<file path="config.mk">
export PLATFORM = sky130hd
export DESIGN_NAME = imem_boot_controller
export DESIGN_NICKNAME = d
export VERILOG_FILES = /design/src/rtl/imem_boot_controller.sv
export SDC_FILE = /design/constraint.sdc
export NUM_CORES = 1
export LEC_CHECK = 0
export ABC_AREA = 1
export CELL_PAD_IN_SITES_DETAIL_PLACEMENT = 0
export CELL_PAD_IN_SITES_GLOBAL_PLACEMENT = 1
export CORE_MARGIN = 3
export CORE_UTILIZATION = 16
export DETAILED_ROUTE_END_ITERATION = 12
export GPL_ROUTABILITY_DRIVEN = 0
export GPL_TIMING_DRIVEN = 1
export HOLD_SLACK_MARGIN = 0.02
export PLACE_DENSITY = 0.8
export RECOVER_POWER = 50
export SYNTH_ARGS = -nofsm -noshare
export SYNTH_HDL_FRONTEND = slang
export SYNTH_SLANG_ARGS = --single-unit
</file>
<file path="constraint.sdc">
create_clock -name clk -period 1.5 [get_ports clk]
set_input_delay 0.225 -clock clk [delete_from_list [all_inputs] [get_ports clk]]
set_output_delay 0.225 -clock clk [all_outputs]
set_load 0.01 [all_outputs]
</file>
<file path="src/rtl/imem_boot_controller.sv">
// Boot loader and fetch arbiter for a 1024x32 instruction memory: streams a program in, then hands reads to the CPU.
// Optional IMEM_CHECKSUM_EN: the ld_last beat carries an XOR checksum of the written words instead of data.
module imem_boot_controller #(
    parameter int          ADDR_W   = 10,
    parameter int          DEPTH    = 1 << ADDR_W,
    parameter logic [31:0] NOP_WORD = 32'h0000_0000
) (
    input  logic              clk,
    input  logic              rst,
    input  logic              load_start,
    input  logic              ld_valid,
    input  logic [31:0]       ld_data,
    input  logic              ld_last,
    output logic              ld_ready,
    input  logic [31:0]       cpu_pc,
    output logic [31:0]       cpu_instr,
    output logic              cpu_stall,
    output logic [ADDR_W-1:0] mem_addr,
    output logic              mem_we,
    output logic [31:0]       mem_wd,
    input  logic [31:0]       mem_rd,
    output logic              load_done,
    output logic              load_error,
    output logic [ADDR_W:0]   word_count,
    output logic [1:0]        state_dbg
);

    // Encoding is visible on state_dbg: IDLE=0, LOAD=1, RUN=2, ERROR=3.
    typedef enum logic [1:0] {
        S_IDLE  = 2'd0,
        S_LOAD  = 2'd1,
        S_RUN   = 2'd2,
        S_ERROR = 2'd3
    } state_t;

    localparam logic [ADDR_W:0] LAST_IDX = (ADDR_W + 1)'(DEPTH - 1);
    localparam logic [ADDR_W:0] FULL_CNT = (ADDR_W + 1)'(DEPTH);
    localparam logic [ADDR_W:0] ONE_CNT  = (ADDR_W + 1)'(1);

    state_t          state_q, state_d;
    logic [ADDR_W:0] count_q, count_d;
    logic            done_q, done_d;
    logic            err_q, err_d;

    logic beat;
    logic wr;
    logic misaligned;
    logic unused_pc_bits;

    // Handshake: a beat transfers on any cycle where ld_valid && ld_ready; ld_ready is high only in LOAD.
    assign beat       = (state_q == S_LOAD) && ld_valid;
    assign misaligned = (state_q == S_RUN) && (cpu_pc[1:0] != 2'b00);
    assign unused_pc_bits = ^cpu_pc[31:ADDR_W+2];

`ifdef IMEM_CHECKSUM_EN
    logic [31:0] csum_q, csum_d;

    assign wr = beat && !ld_last;
`else
    assign wr = beat;
`endif

    always_comb begin
        ld_ready  = (state_q == S_LOAD);
        cpu_stall = (state_q != S_RUN);
        mem_we    = wr;
        mem_wd    = ld_data;
        mem_addr  = count_q[ADDR_W-1:0];
        cpu_instr = NOP_WORD;
        if (state_q == S_RUN) begin
            mem_addr = cpu_pc[ADDR_W+1:2];
            if (!misaligned) begin
                cpu_instr = mem_rd;
            end
        end
    end

    always_comb begin
        state_d = state_q;
        count_d = count_q;
        done_d  = done_q;
        err_d   = err_q;
`ifdef IMEM_CHECKSUM_EN
        csum_d  = csum_q;
`endif

        if (wr) begin
            if (count_q != FULL_CNT) begin
                count_d = count_q + ONE_CNT;
            end
`ifdef IMEM_CHECKSUM_EN
            csum_d = csum_q ^ ld_data;
`endif
        end

        case (state_q)
            S_LOAD: begin
                if (beat) begin
                    if (ld_last) begin
`ifdef IMEM_CHECKSUM_EN
                        if (ld_data == csum_q) begin
                            state_d = S_RUN;
                            done_d  = 1'b1;
                        end else begin
                            state_d = S_ERROR;
                            err_d   = 1'b1;
                            done_d  = 1'b0;
                        end
`else
                        state_d = S_RUN;
                        done_d  = 1'b1;
`endif
                    end else if (count_q == LAST_IDX) begin
                        // Memory is full and the stream has not ended: overflow.
                        state_d = S_ERROR;
                        err_d   = 1'b1;
                        done_d  = 1'b0;
                    end
                end
            end
            S_RUN: begin
                if (misaligned) begin
                    err_d = 1'b1;
                end
            end
            S_ERROR: begin
                err_d  = 1'b1;
                done_d = 1'b0;
            end
            default: ;
        endcase

        // Restart wins over everything except the write already presented this cycle.
        if (load_start) begin
            state_d = S_LOAD;
            count_d = '0;
            done_d  = 1'b0;
            err_d   = 1'b0;
`ifdef IMEM_CHECKSUM_EN
            csum_d  = '0;
`endif
        end
    end

    always_ff @(posedge clk or posedge rst) begin
        if (rst) begin
            state_q <= S_IDLE;
            count_q <= '0;
            done_q  <= 1'b0;
            err_q   <= 1'b0;
`ifdef IMEM_CHECKSUM_EN
            csum_q  <= '0;
`endif
        end else begin
            state_q <= state_d;
            count_q <= count_d;
            done_q  <= done_d;
            err_q   <= err_d;
`ifdef IMEM_CHECKSUM_EN
            csum_q  <= csum_d;
`endif
        end
    end

    assign load_done  = done_q;
    assign load_error = err_q;
    assign word_count = count_q;
    assign state_dbg  = state_q;

endmodule

</file>
==> results <==
power groups by stage:
stage / logic (mW) / registers, mW / clock network, mW
floorplan: 0.267 / 0.470 / 0
global placement: 0.520 / 0.451 / 0
detailed placement: 0.524 / 0.452 / 0
CTS: 0.563 / 0.446 / 0.361
global route: 0.634 / 0.449 / 0.374
finish: 0.583 / 0.447 / 0.348
through the flow:
stage	worst slack [ns]	instance area [µm²]	power, mW	setup TNS [ns]	hold WS, ns
after floorplan	0.0433	1600	0.737	0	0.126
after global placement	-0.654	2760	0.971	-23.20	0.450
after detailed placement	-0.672	2760	0.976	-23.64	0.450
after CTS	-0.151	2960	1.37	-3.97	0.290
after global routing	-0.182	3030	1.46	-7.50	0.450
final	-0.103	3030	1.38	-2.83	0.450
worst max-delay path by stage:
stage	slack (ns)	to
after detailed placement	-0.67	cpu_instr[4]
after global placement	-0.65	cpu_instr[3]
final	-0.10	cpu_instr[24]
after floorplan	0.04	cpu_instr[29]
after global routing	-0.18	cpu_instr[17]
after CTS	-0.15	cpu_instr[21]
logic make-up (layout without fill, tap and decap cells):
group	count (synthesis)	count (layout)
AOI/OAI and AO/OA	24	24
DFF	15	15
adders and majority gates	2	2
xor gates and xnor gates	2	2
and+or+nand+nor	120	120
buffers and inverters	64	172
muxes	3	3
sequential cells by signal (all words and copies together) (netlist names):
register,cells
load_done,1
word_count,11
load_error,1
state_dbg,2
routing by layer:
metal	part of all wire, %	track usage, %	wire length [µm]	vias to the layer above
li1	-	-	-	940
met1	42	12.8	2680	839
met2	47	18.5	2980	95
met3	10	3.76	644	11
met4	1.4	2.96	87	0
met5	0	0	0	-
area by class of cell:
class                           count  area (µm²)
Clock inverter                      1        5.00
Fill cell                        1019        6430
Multi-Input combinational cell    151        1080
Timing Repair Buffer              149        1290
Sequential cell                    15         375
Tap cell                          129         161
Clock buffer                        3        41.3
Inverter                           19        73.8
cell usage in the layout (no fill, tap or decap), drive strengths merged, types with 2 or more instances in the layout:
master,synthesis,routed
nand3,21,21
dfrtp,15,15
clkdlybuf4s50,0,50
or2,2,2
nand2,36,36
o21ai,12,12
a21oi,10,10
clkbuf,3,6
mux2,3,3
nand4,4,4
ha,2,2
dlygate4sd2,0,10
xor2,2,2
nor3b,33,33
buf,42,83
a21o,2,2
inv,19,19
nor2,23,23
worst max-delay path: stages, from the launching register on:
cell	delay, ns
dfrtp_1	0.39
inv_2	0.08
nand2_4	0.09
buf_12	0.19
nor3b_4	0.21
buf_2	0.16
timing repair:
action / 4_1_cts / 5_1_grt
endpoints found under the setup margin: 63 / 58
buffers inserted: 10 / 1
pin swaps: 4 / 4
gates resized for setup: 248 / 34
gates cloned: 3 / 0
==> results.json <==
{
  "status": "complete, but fails checks",
  "violations": "negative setup slack",
  "synth_top_family_by_area": "simple AND/OR/NAND/NOR gates",
  "hold_viol": 0,
  "synth_xor_area_share_pct": 1.10,
  "avgSynthCellArea_um2": 6.95,
  "cp.required_ns": 1.27,
  "syn_to_final_growth_pct": 89.7,
  "grt_pass1_wl_mm": 9.80,
  "instances_no_fill": 467,
  "start_util_pct": 16.9,
  "pwr-share-clk_pct": 25.3,
  "dr.first_iter.drc_count": 67,
  "synth-simple-area-share_pct": 38.6,
  "ant_nets": 0,
  "post-route-min-period_ns": 1.60,
  "seqPwrFrac_pct": 32.4,
  "wl_per_cell_um": 13.7,
  "syn-cell-area_um2": 1600,
  "worst_slew_pin_slew_ns": 0.922,
  "placedCellCount": 450,
  "vias": 1885,
  "crit_start": "state_dbg[0]",
  "async_flop_share_pct": 100,
  "num_io_pins": 193,
  "pwr_density_cell_nw_per_um2": 455,
  "critPathCaptureType": "output port",
  "io_buffers": 108,
  "swShare_pct": 31.6,
  "reg2reg_to": "word_count[5]",
  "clk_pin_slew_ns": 0.06,
  "p_leak_nw": 1.43,
  "die_h_um": 106,
  "synthAdderAreaFrac_pct": 1.57,
  "vias_per_cell": 4.04,
  "seq_area_frac_synth_pct": 23.5,
  "die-area_um2": 11200,
  "maxCapViolCount": 0,
  "postCtsHoldBufs": 0,
  "syn_nets": 333,
  "hpwl_mm": 4.60,
  "synthFlopType": "dfrtp_1",
  "antenna_cells": 0,
  "critical_path_class": "reg2out",
  "min_period_over_period_pct": 107,
  "synthCells": 230,
  "crit_arrival_ns": 1.38,
  "slew_violations": 0,
  "rsz0062_at_grt": "yes",
  "p_switching_mw": 0.435,
  "whs_path_depth": 0,
  "finalSetupViolations": 46,
  "ir_worst_vdd_v": 0.000236,
  "track_usage_pct": 10.8,
  "num_rows": 35,
  "clock-skew-final_ns": 0.00551,
  "reg2reg_from": "state_dbg[0]",
  "crit_path_start_kind": "register",
  "yosysTopAreaCell": "dfrtp_1",
  "clkSinkCount": 15,
  "htreeDepth": 1,
  "ys_ff_latch": 15,
  "cts_tree": "done",
  "cts_max_path_buffers": 2,
  "setup_slack_ns": -0.103,
  "p_int_mw": 0.943,
  "cts_buffers": 3,
  "synth-edff-count": 0,
  "hp-start": "ld_data[14]",
  "relSlewSlack_pct": 38.5,
  "drive_gt1_share_pct": 44.1,
  "rr_worst_depth": 11,
  "grt_overflow": 0,
  "holdPathEnd": "mem_wd[14]",
  "path_max_fanout": 28,
  "wl_mm": 6.39,
  "die_w_um": 106,
  "dr.pass1.iters": 4,
  "grt_max_degree": 29,
  "synth_cell_types": 24,
  "grt_pass1_vias": 1885,
  "fmax_ghz": 0.624,
  "yosysMostFrequentCell": "nand2_1",
  "ys_warn_count": 0,
  "synth.area.mux_share_pct": 2.11,
  "synth_compound_area_share_pct": 9.01,
  "final_util_pct": 32.0,
  "nets": 442,
  "ys_top_cells_by_area": "dfrtp_1 (23%), buf_4 (16%), nor3b_1 (16%)",
  "cts_root_buf": "clkbuf_8",
  "hold_class": "in2out",
  "clk_latency_ns": 0.26,
  "drc": 0,
  "p_comb_share_pct": 42.3,
  "core-area_um2": 9460,
  "rrSetupSlack_ns": -0.02,
  "synth_common_cells": "nand2_1 (36), buf_4 (33), nor3b_1 (33), nor2_1 (23), nand3_1 (21)",
  "antenna_found_initial": 0,
  "yosys.area.top_type_share_pct": 23.5
}
No activity file was read; power rests on OpenSTA's default activity.
